[config.mk]
export PLATFORM = sky130hd
export DESIGN_NAME = pit_axi_lite_slave_flat
export DESIGN_NICKNAME = d
export VERILOG_FILES = /design/src/rtl/pit_pkg.sv /design/src/rtl/pit_axi_if.sv /design/src/rtl/pit_counter.sv /design/src/rtl/pit_axi_lite_slave.sv /design/src/flat_wrapper.sv
export SDC_FILE = /design/constraint.sdc
export NUM_CORES = 1
export LEC_CHECK = 0
export ABC_AREA = 0
export CELL_PAD_IN_SITES_DETAIL_PLACEMENT = 0
export CELL_PAD_IN_SITES_GLOBAL_PLACEMENT = 2
export CORE_ASPECT_RATIO = 0.6
export CORE_MARGIN = 5
export CORE_UTILIZATION = 36
export CTS_CLUSTER_SIZE = 14
export DETAILED_ROUTE_END_ITERATION = 10
export GPL_ROUTABILITY_DRIVEN = 0
export PLACE_DENSITY_LB_ADDON = 0.1
export SYNTH_ARGS = -nofsm -noshare
export SYNTH_HDL_FRONTEND = slang
export SYNTH_SLANG_ARGS = --single-unit
[constraint.sdc]
create_clock -name aclk -period 8.5 [get_ports aclk]
set_input_delay 2.125 -clock aclk [delete_from_list [all_inputs] [get_ports aclk]]
set_output_delay 2.125 -clock aclk [all_outputs]
set_load 0.005 [all_outputs]
[src/rtl/pit_pkg.sv]
// Shared definitions for the PIT AXI4-Lite slave: register word addresses,
// CTRL bit positions, AXI response codes, FSM state types and a byte-strobe
// merge helper. No ports; imported by the top module.
package pit_pkg;

  // Word index decoded from addr[3:2]; index 3 (0xC) is unmapped.
  localparam logic [1:0] ADDR_CTRL   = 2'd0;
  localparam logic [1:0] ADDR_PERIOD = 2'd1;
  localparam logic [1:0] ADDR_COUNT  = 2'd2;

  localparam int CNT_EN_BIT = 0;
  localparam int IRQ_EN_BIT = 1;

  localparam logic [1:0] RESP_OKAY   = 2'b00;
  localparam logic [1:0] RESP_SLVERR = 2'b10;

  typedef enum logic {W_IDLE, W_RESP} wr_state_t;
  typedef enum logic {R_IDLE, R_DATA} rd_state_t;

  // Replace only the bytes whose strobe bit is set.
  function automatic logic [31:0] apply_wstrb(input logic [31:0] old_val,
                                              input logic [31:0] new_val,
                                              input logic [3:0]  strb);
    logic [31:0] res;
    res = old_val;
    for (int b = 0; b < 4; b++) begin
      if (strb[b]) res[8*b +: 8] = new_val[8*b +: 8];
    end
    return res;
  endfunction

endpackage

[src/rtl/pit_axi_if.sv]
// AXI4-Lite bus bundle between the interconnect (master) and the PIT (slave).
// Ports: none; parameters ADDR_W (address width) and DATA_W (data width).
// Signals follow AXI4-Lite channel naming without the s_axi_ prefix;
// the prefix comes from the instance name on the slave port (s_axi.awaddr).
interface pit_axi_if #(
  parameter int ADDR_W = 4,
  parameter int DATA_W = 32
);
  logic [ADDR_W-1:0]   awaddr;
  logic [2:0]          awprot;
  logic                awvalid;
  logic                awready;
  logic [DATA_W-1:0]   wdata;
  logic [DATA_W/8-1:0] wstrb;
  logic                wvalid;
  logic                wready;
  logic [1:0]          bresp;
  logic                bvalid;
  logic                bready;
  logic [ADDR_W-1:0]   araddr;
  logic [2:0]          arprot;
  logic                arvalid;
  logic                arready;
  logic [DATA_W-1:0]   rdata;
  logic [1:0]          rresp;
  logic                rvalid;
  logic                rready;

  modport master (
    output awaddr, awprot, awvalid, wdata, wstrb, wvalid, bready,
           araddr, arprot, arvalid, rready,
    input  awready, wready, bresp, bvalid, arready, rdata, rresp, rvalid
  );

  modport slave (
    input  awaddr, awprot, awvalid, wdata, wstrb, wvalid, bready,
           araddr, arprot, arvalid, rready,
    output awready, wready, bresp, bvalid, arready, rdata, rresp, rvalid
  );
endinterface

[src/rtl/pit_counter.sv]
// Programmable interval timer datapath.
// Ports:
//   aclk, aresetn   clock, asynchronous active-low reset
//   cnt_en          count enable (CTRL bit 0)
//   irq_en          interrupt enable (CTRL bit 1)
//   period          wrap period in cycles; 0 parks the counter at 0
//   count           live count value
//   irq             registered one-cycle pulse, one cycle after a wrap
module pit_counter #(
  parameter int DATA_W = 32
) (
  input  logic              aclk,
  input  logic              aresetn,
  input  logic              cnt_en,
  input  logic              irq_en,
  input  logic [DATA_W-1:0] period,
  output logic [DATA_W-1:0] count,
  output logic              irq
);
  logic [DATA_W-1:0] last_val;
  logic              tick;

  assign last_val = period - DATA_W'(1);
  // ">=" rather than "==" so a PERIOD shrunk below the live count wraps on
  // the next enabled cycle instead of running all the way round.
  assign tick = cnt_en && (period != '0) && (count >= last_val);

  always_ff @(posedge aclk or negedge aresetn) begin
    if (!aresetn) begin
      count <= '0;
      irq   <= 1'b0;
    end else begin
      irq <= tick && irq_en;
      if (cnt_en) begin
        if (period == '0 || tick) count <= '0;
        else                      count <= count + DATA_W'(1);
      end
    end
  end
endmodule

[src/rtl/pit_axi_lite_slave.sv]
// AXI4-Lite slave with CTRL / PERIOD / COUNT registers around pit_counter.
// Ports:
//   aclk, aresetn   clock, asynchronous active-low reset
//   s_axi           AXI4-Lite slave modport (pit_axi_if)
//   irq             one-cycle interrupt pulse
//   dbg_wr_state    current write FSM state
//   dbg_rd_state    current read FSM state
// Handshakes: a transfer happens on a rising edge where valid and ready are
// both 1. The master holds valid and payload stable until then. awready,
// wready and arready are combinational and high only while the owning FSM is
// idle and its valids are present (awvalid AND wvalid for writes), so the
// handshake cycle is the cycle the master first presents the request.
// bvalid/rvalid are registered and held with stable payload until bready/rready.
module pit_axi_lite_slave
  import pit_pkg::*;
#(
  parameter int DATA_W = 32,
  parameter int ADDR_W = 4
) (
  input  logic      aclk,
  input  logic      aresetn,
  pit_axi_if.slave  s_axi,
  output logic      irq,
  output wr_state_t dbg_wr_state,
  output rd_state_t dbg_rd_state
);
  wr_state_t         wr_state;
  rd_state_t         rd_state;
  logic              cnt_en_q;
  logic              irq_en_q;
  logic [DATA_W-1:0] period_q;
  logic [DATA_W-1:0] count;
  logic              bvalid_q;
  logic [1:0]        bresp_q;
  logic              rvalid_q;
  logic [1:0]        rresp_q;
  logic [DATA_W-1:0] rdata_q;
  logic              wr_accept;
  logic              rd_accept;
  logic [1:0]        wr_word;
  logic [1:0]        rd_word;
  logic              unused_bits;

  assign wr_word = s_axi.awaddr[3:2];
  assign rd_word = s_axi.araddr[3:2];

  // Gated by aresetn so the readies fall with reset, not one edge later.
  assign wr_accept = aresetn && (wr_state == W_IDLE) && s_axi.awvalid && s_axi.wvalid;
  assign rd_accept = aresetn && (rd_state == R_IDLE) && s_axi.arvalid;

  assign s_axi.awready = wr_accept;
  assign s_axi.wready  = wr_accept;
  assign s_axi.bvalid  = bvalid_q;
  assign s_axi.bresp   = bresp_q;
  assign s_axi.arready = rd_accept;
  assign s_axi.rvalid  = rvalid_q;
  assign s_axi.rresp   = rresp_q;
  assign s_axi.rdata   = rdata_q;

  assign dbg_wr_state = wr_state;
  assign dbg_rd_state = rd_state;

  assign unused_bits = ^{s_axi.awprot, s_axi.arprot,
                         s_axi.awaddr[1:0], s_axi.araddr[1:0]};

  // Write FSM and register file. Registers load at the end of the handshake
  // cycle, so the counter sees the new CTRL from the following cycle.
  always_ff @(posedge aclk or negedge aresetn) begin
    if (!aresetn) begin
      wr_state <= W_IDLE;
      bvalid_q <= 1'b0;
      bresp_q  <= RESP_OKAY;
      cnt_en_q <= 1'b0;
      irq_en_q <= 1'b0;
      period_q <= '0;
    end else begin
      case (wr_state)
        W_IDLE: begin
          if (wr_accept) begin
            wr_state <= W_RESP;
            bvalid_q <= 1'b1;
            bresp_q  <= RESP_OKAY;
            case (wr_word)
              ADDR_CTRL: begin
                if (s_axi.wstrb[0]) begin
                  cnt_en_q <= s_axi.wdata[CNT_EN_BIT];
                  irq_en_q <= s_axi.wdata[IRQ_EN_BIT];
                end
              end
              ADDR_PERIOD: period_q <= apply_wstrb(period_q, s_axi.wdata, s_axi.wstrb);
              ADDR_COUNT:  ;  // read-only: response only
              default:     bresp_q <= RESP_SLVERR;
            endcase
          end
        end
        W_RESP: begin
          if (s_axi.bready) begin
            wr_state <= W_IDLE;
            bvalid_q <= 1'b0;
          end
        end
        default: wr_state <= W_IDLE;
      endcase
    end
  end

  // Read FSM: data is captured in the handshake cycle and held until rready.
  always_ff @(posedge aclk or negedge aresetn) begin
    if (!aresetn) begin
      rd_state <= R_IDLE;
      rvalid_q <= 1'b0;
      rresp_q  <= RESP_OKAY;
      rdata_q  <= '0;
    end else begin
      case (rd_state)
        R_IDLE: begin
          if (rd_accept) begin
            rd_state <= R_DATA;
            rvalid_q <= 1'b1;
            rresp_q  <= RESP_OKAY;
            case (rd_word)
              ADDR_CTRL:   rdata_q <= {{(DATA_W-2){1'b0}}, irq_en_q, cnt_en_q};
              ADDR_PERIOD: rdata_q <= period_q;
              ADDR_COUNT:  rdata_q <= count;
              default: begin
                rdata_q <= '0;
                rresp_q <= RESP_SLVERR;
              end
            endcase
          end
        end
        R_DATA: begin
          if (s_axi.rready) begin
            rd_state <= R_IDLE;
            rvalid_q <= 1'b0;
          end
        end
        default: rd_state <= R_IDLE;
      endcase
    end
  end

  pit_counter #(.DATA_W(DATA_W)) u_counter (
    .aclk    (aclk),
    .aresetn (aresetn),
    .cnt_en  (cnt_en_q),
    .irq_en  (irq_en_q),
    .period  (period_q),
    .count   (count),
    .irq     (irq)
  );
endmodule
[src/flat_wrapper.sv]
// flat-port wrapper written by rule: the top's interface ports become plain ports
module pit_axi_lite_slave_flat import pit_pkg::*;
#(
  parameter int DATA_W = 32,
  parameter int ADDR_W = 4
)
  (aclk, aresetn, irq, dbg_wr_state, dbg_rd_state, s_axi_awaddr, s_axi_awprot, s_axi_awvalid, s_axi_wdata, s_axi_wstrb, s_axi_wvalid, s_axi_bready, s_axi_araddr, s_axi_arprot, s_axi_arvalid, s_axi_rready, s_axi_awready, s_axi_wready, s_axi_bresp, s_axi_bvalid, s_axi_arready, s_axi_rdata, s_axi_rresp, s_axi_rvalid);
  pit_axi_if #(.ADDR_W(ADDR_W), .DATA_W(DATA_W)) s_axi_i ();
  input  logic aclk;
  input  logic aresetn;
  output logic irq;
  output wr_state_t dbg_wr_state;
  output rd_state_t dbg_rd_state;
  input wire logic [$bits(s_axi_i.awaddr)-1:0] s_axi_awaddr;
  input wire logic [$bits(s_axi_i.awprot)-1:0] s_axi_awprot;
  input wire logic [$bits(s_axi_i.awvalid)-1:0] s_axi_awvalid;
  input wire logic [$bits(s_axi_i.wdata)-1:0] s_axi_wdata;
  input wire logic [$bits(s_axi_i.wstrb)-1:0] s_axi_wstrb;
  input wire logic [$bits(s_axi_i.wvalid)-1:0] s_axi_wvalid;
  input wire logic [$bits(s_axi_i.bready)-1:0] s_axi_bready;
  input wire logic [$bits(s_axi_i.araddr)-1:0] s_axi_araddr;
  input wire logic [$bits(s_axi_i.arprot)-1:0] s_axi_arprot;
  input wire logic [$bits(s_axi_i.arvalid)-1:0] s_axi_arvalid;
  input wire logic [$bits(s_axi_i.rready)-1:0] s_axi_rready;
  output wire logic [$bits(s_axi_i.awready)-1:0] s_axi_awready;
  output wire logic [$bits(s_axi_i.wready)-1:0] s_axi_wready;
  output wire logic [$bits(s_axi_i.bresp)-1:0] s_axi_bresp;
  output wire logic [$bits(s_axi_i.bvalid)-1:0] s_axi_bvalid;
  output wire logic [$bits(s_axi_i.arready)-1:0] s_axi_arready;
  output wire logic [$bits(s_axi_i.rdata)-1:0] s_axi_rdata;
  output wire logic [$bits(s_axi_i.rresp)-1:0] s_axi_rresp;
  output wire logic [$bits(s_axi_i.rvalid)-1:0] s_axi_rvalid;
  assign s_axi_i.awaddr = s_axi_awaddr;
  assign s_axi_i.awprot = s_axi_awprot;
  assign s_axi_i.awvalid = s_axi_awvalid;
  assign s_axi_i.wdata = s_axi_wdata;
  assign s_axi_i.wstrb = s_axi_wstrb;
  assign s_axi_i.wvalid = s_axi_wvalid;
  assign s_axi_i.bready = s_axi_bready;
  assign s_axi_i.araddr = s_axi_araddr;
  assign s_axi_i.arprot = s_axi_arprot;
  assign s_axi_i.arvalid = s_axi_arvalid;
  assign s_axi_i.rready = s_axi_rready;
  assign s_axi_awready = s_axi_i.awready;
  assign s_axi_wready = s_axi_i.wready;
  assign s_axi_bresp = s_axi_i.bresp;
  assign s_axi_bvalid = s_axi_i.bvalid;
  assign s_axi_arready = s_axi_i.arready;
  assign s_axi_rdata = s_axi_i.rdata;
  assign s_axi_rresp = s_axi_i.rresp;
  assign s_axi_rvalid = s_axi_i.rvalid;
  pit_axi_lite_slave #(.DATA_W(DATA_W), .ADDR_W(ADDR_W)) u_core (.aclk(aclk), .aresetn(aresetn), .s_axi(s_axi_i), .irq(irq), .dbg_wr_state(dbg_wr_state), .dbg_rd_state(dbg_rd_state));
endmodule
==> summary.json, run 1 <==
{
  "critical_path": {
    "crit-reg2reg-launch": "u_core.period_q[7]",
    "cp.required_ns": 6.38,
    "crit_fanout": 69,
    "r2r_slack_ns": 2.96,
    "end_kind": "output pin",
    "rr_endpoint": "u_core.u_counter.count[21]",
    "reg2regPathDepth": 13,
    "timing.critical_path.arrival_ns": 3.79,
    "setup.worst_path.start_class": "primary input",
    "timing_worst_setup_path_type": "in -> out"
  },
  "route": {
    "route.layer.met1.wl_um": 9203,
    "wl_met2_um": 6067,
    "routed_wire_length_per_instance_um": 18.60,
    "num_vias": 4517,
    "highest_layer": "met4",
    "drt-total-wl_um": 16390,
    "drt_first_iter_violations": 362,
    "drc_errors": 0,
    "first_pass_iters": 5,
    "vias_per_cell": 5.127,
    "met3_length_um": 1017,
    "drt.antenna.violating_nets": 0
  },
  "sta": {
    "finalWorstPathRequiredPeriod_ns": 5.918,
    "slew_headroom_pct": 24.05,
    "drv_slew": 0,
    "clock-skew-final_ns": 0.009833,
    "slew_at_the_pin_closest_to_its_max_slew_limit_ns": 1.139,
    "finalSetupViolations": 0,
    "hold_violations": 0,
    "hold_slack_ns": 0.4762,
    "clock.fmax_ghz": 0.1690,
    "finalSetupTns_ns": 0,
    "rsz0062_at_grt": "false",
    "final.period_utilization_pct": 69.63
  },
  "synth": {
    "synth_area_um2": 5889,
    "synth.ff_latch_count": 105,
    "synth_ff_type": "sky130_fd_sc_hd__dfrtp_1",
    "count_of_yosys_warnings_during_synthesis": 0,
    "synth_edf_count": 0,
    "netlist_instances": 591,
    "syn_area_per_cell_um2": 9.965,
    "synth.top_cell.area_share_pct": 44.61,
    "async_reset_ff_share_pct": 100.0,
    "synth_area_leader_cell": "sky130_fd_sc_hd__dfrtp_1",
    "synth_sequential_area_ratio_pct": 44.61,
    "synth_cell_types": 50,
    "post_synth_main_area_contributors": "sky130_fd_sc_hd__dfrtp_1, sky130_fd_sc_hd__ha_1, sky130_fd_sc_hd__mux2_2"
  },
  "clocking": {
    "h_tree_depth": 3,
    "cts-resized-gates": 0,
    "hold_buffer_count_at_cts": 0,
    "cts_tree": "done",
    "cts-buffers-inserted": 9,
    "clkLatencyLatePin_ns": 0.35,
    "buffer_count_from_post_cts_setup_fixing": 0,
    "clock_path_buffers": 2,
    "clock_tree.root_cell": "sky130_fd_sc_hd__clkbuf_16",
    "clock_sinks": 105,
    "clkTransAtPathRegs_ns": 0.07
  },
  "placed_design": {
    "io_buf_count": 88,
    "hpwl_um": 12000
  },
  "global_routing": {
    "globalRoute.totalOverflow": 0,
    "grt_use_total_pct": 17.81,
    "grt_max_degree": 70,
    "grt_antenna_before_repair": 0,
    "grt_first_pass_wirelength_um": 26390,
    "number_of_global_route_vias_before_repair": 4380
  },
  "pwr": {
    "total_power_divided_by_cell_area_nw_per_um2": 188.5,
    "worst_ir_drop_vdd_mv": 0.08747,
    "leakage_nw": 2.998,
    "finalPower_mw": 1.359
  },
  "job": {
    "timing.max_cap.violations": 0
  },
  "floorplan": {
    "core_area_um2": 16130,
    "std_cell_rows": 36,
    "design.die.area_um2": 19100,
    "initial_core_util_pct": 36.52,
    "io_pins": 101,
    "floorplan.die.width_um": 175.1,
    "die-height_um": 109.1
  },
  "hold_path": {
    "hold_end": "u_core.s_axi.bresp[1]",
    "holdCritStartpoint": "u_core.s_axi.bresp[1]",
    "worst_hold_path_type": "reg -> reg",
    "number_of_cells_traversed_by_the_worst_hold_path": 2
  },
  "layout": {
    "finish.utilization_pct": 44.72,
    "diodes": 0,
    "post_route_cells_drive_above_1_share_pct": 9.524,
    "layout_area_growth_over_synthesis_pct": 22.43,
    "num-nets-final": 758
  },
  "outcome": {
    "run_status": "completed"
  }
}
per-layer routing:
layer / vias to the layer above / track usage [%]
met5: - / 0
met4: 0 / 2.857
met3: 8 / 4.054
met2: 89 / 22.07
met1: 2169 / 30.36
li1: 2251 / -
cells in the mapped netlist (all sizes together) (2+ instances only):
cell type / n
and2: 2
ha: 34
xor2: 22
o2bb2ai: 3
nor3: 15
and4: 7
buf: 8
mux2: 32
inv: 14
mux2i: 2
o41ai: 3
nor4: 12
or3: 2
nor4b: 2
and3: 5
nor3b: 2
a21oi: 16
nand3b: 4
a22oi: 31
or4: 3
clkbuf: 19
nand3: 15
nor2: 52
o21a: 2
xnor2: 35
nor2b: 2
or2: 2
nand2b: 3
o21ai: 41
dfrtp: 105
nand2: 73
nand4: 13
worst max-delay path by stage:
| stage | from | to | slack [ns] | cells past startpoint |
|---|---|---|---|---|
| 3_3_place_gp | aresetn | s_axi_arready | 2.55 | 5 |
| 5_1_grt | u_core.period_q[7] | u_core.u_counter.count[23] | 2.32 | 13 |
| 2_1_floorplan | s_axi_arvalid | s_axi_arready | 3.52 | 4 |
| 3_5_place_dp | aresetn | s_axi_arready | 2.54 | 5 |
| 6_report | aresetn | s_axi_arready | 2.58 | 5 |
| 4_1_cts | aresetn | s_axi_arready | 2.54 | 5 |
registers in the layout (all words and copies together), names as in the netlist:
register / cells
u_core.period_q: 32
u_core.dbg_rd_state: 1
u_core.u_counter.count: 32
u_core.dbg_wr_state: 1
u_core.s_axi.rdata: 32
u_core.s_axi.bresp: 1
u_core.cnt_en_q: 1
u_core.s_axi.bvalid: 1
u_core.u_counter.irq: 1
u_core.irq_en_q: 1
u_core.s_axi.rresp: 1
u_core.s_axi.rvalid: 1
critical path: stages:
cell	delay [ns]
sky130_fd_sc_hd__buf_4	0.52
sky130_fd_sc_hd__nand3_2	0.10
sky130_fd_sc_hd__buf_4	0.35
sky130_fd_sc_hd__inv_1	0.11
sky130_fd_sc_hd__clkdlybuf4s50_1	0.50
logic make-up after synthesis:
kind of cell	share of synthesized area (%)
compound gates	10.86
xor+xnor	8.477
fa+ha+maj	7.223
buf+inv	3.378
flops	44.61
mux	6.459
other cells	0.06367
simple gates	18.93
layout by cell type (no fill, tap or decap), types with 4 or more instances in the layout:
cell type	synthesis	routed
sky130_fd_sc_hd__dfrtp_1	105	105
sky130_fd_sc_hd__clkdlybuf4s50_1	0	87
sky130_fd_sc_hd__nand2_1	73	73
sky130_fd_sc_hd__nor2_1	52	52
sky130_fd_sc_hd__o21ai_0	41	41
sky130_fd_sc_hd__xnor2_1	35	35
sky130_fd_sc_hd__ha_1	34	34
sky130_fd_sc_hd__mux2_2	32	32
sky130_fd_sc_hd__a22oi_1	31	31
sky130_fd_sc_hd__xor2_1	22	22
sky130_fd_sc_hd__a21oi_1	16	16
sky130_fd_sc_hd__inv_1	14	14
sky130_fd_sc_hd__nor3_1	14	14
sky130_fd_sc_hd__nand3_1	15	14
sky130_fd_sc_hd__nand4_1	13	13
sky130_fd_sc_hd__clkbuf_16	0	9
sky130_fd_sc_hd__nor4_1	8	8
sky130_fd_sc_hd__and4_1	7	7
sky130_fd_sc_hd__and3_1	5	5
sky130_fd_sc_hd__nand3b_1	4	4
sky130_fd_sc_hd__buf_4	4	4
per-stage QoR:
stage	area [µm²]	cells	setup WS, ns
floorplan	5893	592	3.522
global placement	6929	865	2.554
detailed placement	6929	865	2.535
CTS	7211	881	2.535
global route	7211	881	2.323
finish	7211	881	2.582
area by class of cell:
class                           instances  area [µm²]
Clock inverter                          5       38.79
Timing Repair Buffer                   91       900.9
Tap cell                              209       261.5
Clock buffer                           11       242.7
Sequential cell                       105        2628
Fill cell                            1547        8915
Inverter                               14       52.55
Multi-Input combinational cell        446        3087
power breakdown:
part | leakage, nW | switching [mW] | internal [mW] | total (mW)
sequential | 1.41 | 0.0874 | 0.558 | 0.645
clock | 0.137 | 0.196 | 0.209 | 0.406
combinational | 1.45 | 0.142 | 0.167 | 0.309
No activity file was read; power rests on OpenSTA's default activity.
==> inputs of run 2 (changes only) <==
--- a/config.mk
+++ b/config.mk
@@ -10,7 +10,7 @@
 export CELL_PAD_IN_SITES_GLOBAL_PLACEMENT = 2
 export CORE_ASPECT_RATIO = 0.6
 export CORE_MARGIN = 5
-export CORE_UTILIZATION = 36
+export CORE_UTILIZATION = 34
 export CTS_CLUSTER_SIZE = 14
 export DETAILED_ROUTE_END_ITERATION = 10
 export GPL_ROUTABILITY_DRIVEN = 0
==> constraint.sdc (replaced) <==
create_clock -name aclk -period 6.1 [get_ports aclk]
set_input_delay 1.525 -clock aclk [delete_from_list [all_inputs] [get_ports aclk]]
set_output_delay 1.525 -clock aclk [all_outputs]
set_load 0.005 [all_outputs]
==> run 2 against run 1 <==
Cell area grew 1.1%. Critical path type is now reg -> reg. Sequential share of layout area shrank 0.40 points. First-iteration DRC count shrank 18%. Wire length grew 0.62%. Highest routed layer unchanged. Critical path depth grew 10. Setup slack lost 1.4 ns. Critical endpoint is now u_core.u_counter.count[16]. Sequential power grew 39%. Power grew 43%.
==> summary.json, run 2 (synthesis gave the netlist of run 1 again) <==
{
  "outcome": {
    "run_status": "completed"
  },
  "layout": {
    "multi_input_area": {"value": 3077, "unit": "µm²", "change": "-0.32%"},
    "num-nets-final": {"value": 762, "change": "+0.53%"},
    "post_route_cells_drive_above_1_share": {"value": 10.21, "unit": "%", "change": "+0.68 points"},
    "layout_area_growth_over_synthesis_pct": 23.79,
    "final-seq-area": {"value": 2628, "unit": "µm²", "change": "unchanged"},
    "most_common_library_cell_in_the_layout_ignoring_fill_and_taps": "sky130_fd_sc_hd__dfrtp_1",
    "final_cell_area": {"value": 7291, "unit": "µm²", "change": "+1.1%"},
    "final_cell_mix": "sky130_fd_sc_hd__dfrtp_1, sky130_fd_sc_hd__clkdlybuf4s50_1, sky130_fd_sc_hd__nand2_1",
    "fin_cells": {"value": 910, "change": "+3.3%"},
    "finish.utilization": {"value": 42.68, "unit": "%", "change": "-2.0 points"},
    "diodes": {"value": 0, "change": "unchanged"},
    "fillers": {"value": 1659, "change": "+7.2%"}
  },
  "sta": {
    "slew_headroom": {"value": 33.08, "unit": "%", "change": "+9.0 points"},
    "rsz0062_at_grt": "false",
    "slew_at_the_pin_closest_to_its_max_slew_limit": {"value": 0.9955, "unit": "ns", "change": "-0.1438 ns"},
    "final.period_utilization_pct": 80.88,
    "finalWorstPathRequiredPeriod_ns": 4.933,
    "drv_slew": {"value": 0, "change": "unchanged"},
    "hold_violations": {"value": 0, "change": "unchanged"},
    "clock-skew-final": {"value": 0.008872, "unit": "ns", "change": "-0.0009605 ns"},
    "hold_slack": {"value": 0.4854, "unit": "ns", "change": "+0.009226 ns"},
    "clock.fmax_ghz": 0.2027,
    "fin_ws": {"value": 1.167, "unit": "ns", "change": "-1.415 ns"},
    "finalSetupTns": {"value": 0, "unit": "ns", "change": "unchanged"},
    "finalSetupViolations": {"value": 0, "change": "unchanged"}
  },
  "critical_path": {
    "timing.critical_path.arrival": {"value": 5.17, "unit": "ns", "change": "+1.38 ns"},
    "end_kind": "flip-flop",
    "crit-reg2reg-launch": "u_core.period_q[0]",
    "reg2regPathDepth": {"value": 15, "change": "+2"},
    "crit_fanout": {"value": 27, "change": "-61%"},
    "setup.worst_path.start_class": "flip-flop",
    "r2r_slack": {"value": 1.17, "unit": "ns", "change": "-1.79 ns"},
    "cp.required": {"value": 6.33, "unit": "ns", "change": "-0.05 ns"},
    "timing_worst_setup_path_type": "reg -> reg",
    "rr_endpoint": "u_core.u_counter.count[16]"
  },
  "route": {
    "drt.antenna.violating_nets": {"value": 0, "change": "unchanged"},
    "routed_wire_length_per_instance": {"value": 18.12, "unit": "µm", "change": "-2.6%"},
    "first_pass_iters": {"value": 5, "change": "unchanged"},
    "vias_per_cell": {"value": 5.015, "change": "-2.2%"},
    "num_vias": {"value": 4564, "change": "+1.0%"},
    "drt-total-wl": {"value": 16490, "unit": "µm", "change": "+0.62%"},
    "drt_first_iter_violations": {"value": 297, "change": "-18%"},
    "drc_errors": {"value": 0, "change": "unchanged"}
  },
  "pwr": {
    "total_power_divided_by_cell_area": {"value": 267.1, "unit": "nW/µm²", "change": "+42%"},
    "leakage": {"value": 3.020, "unit": "nW", "change": "+0.73%"},
    "worst_ir_drop_vdd": {"value": 0.1246, "unit": "mV", "change": "+42%"},
    "finalPower": {"value": 1.947, "unit": "mW", "change": "+43%"}
  },
  "hold_path": {
    "holdCritStartpoint": "u_core.s_axi.rdata[26]",
    "hold_end": "u_core.s_axi.rdata[26]",
    "worst_hold_path_type": "reg -> reg",
    "number_of_cells_traversed_by_the_worst_hold_path": {"value": 2, "change": "unchanged"}
  },
  "placed_design": {
    "dp_worst_setup_slack": {"value": 1.224, "unit": "ns", "change": "-1.312 ns"},
    "place_area": {"value": 6980, "unit": "µm²", "change": "+0.74%"},
    "dpl.cell_count": {"value": 894, "change": "+3.4%"},
    "io_buf_count": {"value": 88, "change": "unchanged"},
    "hpwl": {"value": 12490, "unit": "µm", "change": "+4.1%"}
  },
  "clocking": {
    "cts-buffers-inserted": {"value": 9, "change": "unchanged"},
    "clkLatencyLatePin": {"value": 0.36, "unit": "ns", "change": "about the same"},
    "clock_path_buffers": {"value": 2, "change": "unchanged"},
    "clock_sinks": {"value": 105, "change": "unchanged"},
    "buffer_count_from_post_cts_setup_fixing": {"value": 0, "change": "unchanged"},
    "clock_tree.root_cell": "sky130_fd_sc_hd__clkbuf_16",
    "h_tree_depth": {"value": 3, "change": "unchanged"},
    "cts_tree": "done",
    "clkTransAtPathRegs": {"value": 0.08, "unit": "ns", "change": "about the same"},
    "cts-resized-gates": {"value": 0, "change": "unchanged"},
    "hold_buffer_count_at_cts": {"value": 0, "change": "unchanged"}
  },
  "global_routing": {
    "grt_use_total": {"value": 16.62, "unit": "%", "change": "-1.2 points"},
    "grt_first_pass_wirelength": {"value": 26530, "unit": "µm", "change": "+0.55%"},
    "grt_antenna_before_repair": {"value": 1, "change": "+1"},
    "globalRoute.totalOverflow": {"value": 0, "change": "unchanged"},
    "number_of_global_route_vias_before_repair": {"value": 4546, "change": "+3.8%"},
    "grt_max_degree": {"value": 69, "change": "-1.4%"}
  },
  "floorplan": {
    "initial_core_util": {"value": 34.48, "unit": "%", "change": "-2.0 points"},
    "die-height": {"value": 111.9, "unit": "µm", "change": "+2.6%"},
    "design.die.area": {"value": 20140, "unit": "µm²", "change": "+5.4%"},
    "core_area": {"value": 17080, "unit": "µm²", "change": "+5.9%"},
    "floorplan.die.width": {"value": 179.9, "unit": "µm", "change": "+2.7%"},
    "std_cell_rows": {"value": 37, "change": "+2.8%"},
    "io_pins": {"value": 101, "change": "unchanged"}
  },
  "job": {
    "timing.max_cap.violations": {"value": 0, "change": "unchanged"}
  }
}
-- run 2: cell types whose count changed in the layout (fill, tap and decap cells not counted), moves of 2 or more --
cell / delta
sky130_fd_sc_hd__buf_4: +4
sky130_fd_sc_hd__inv_8: +2
sky130_fd_sc_hd__nor2b_2: +2
sky130_fd_sc_hd__nor2b_4: -2
-- run 2: worst max path at each step --
stage	from	end	cells after the start
4_1_cts	u_core.period_q[0]	u_core.u_counter.count[17]	15
3_3_place_gp	u_core.period_q[0]	u_core.u_counter.count[19]	15
3_5_place_dp	u_core.period_q[0]	u_core.u_counter.count[17]	15
6_report	u_core.period_q[0]	u_core.u_counter.count[16]	15
2_1_floorplan	u_core.period_q[6]	u_core.u_counter.count[27]	16
5_1_grt	u_core.period_q[0]	u_core.u_counter.count[8]	15
-- run 2: power breakdown --
group	switching [mW]	internal [mW]	total, mW
logic	0.199	0.234	0.433
registers	0.119	0.777	0.896
clock network	0.291	0.327	0.618
-- run 2: layout make-up --
class	instances	area share, %
inverters	14	0.7208
flip-flops and latches	105	36.04
well taps	234	4.016
clock buffers	9	3.089
clock inverters	7	1.167
multi-input cells	446	42.20
repair buffers	95	12.77
-- run 2: per-layer routing --
metal  vias to the layer above  part of all wire, %  global-route usage (%)
li1                       2261                    -                       -
met1                      2195                   57                   27.37
met2                        98                   38                   22.09
met3                        10                  4.5                   3.395
met4                         0                 0.70                   2.892
met5                         -                    0                       0
-- run 2: critical path, cell delays in order, from the launching register on --
cell and delay [ns]:
sky130_fd_sc_hd__dfrtp_1 0.42, sky130_fd_sc_hd__inv_1 0.12, sky130_fd_sc_hd__ha_1 0.30, sky130_fd_sc_hd__nor4b_1 0.27, sky130_fd_sc_hd__nand4_1 0.36, sky130_fd_sc_hd__or4_4 0.59
sky130_fd_sc_hd__nor4_1 0.28, sky130_fd_sc_hd__xnor2_1 0.11, sky130_fd_sc_hd__ha_1 0.30, sky130_fd_sc_hd__nand4_1 0.12, sky130_fd_sc_hd__nor4_1 0.54, sky130_fd_sc_hd__nand3_1 0.22
sky130_fd_sc_hd__a31oi_1 0.56, sky130_fd_sc_hd__o31a_1 0.21, sky130_fd_sc_hd__buf_4 0.29, sky130_fd_sc_hd__nor2_1 0.10
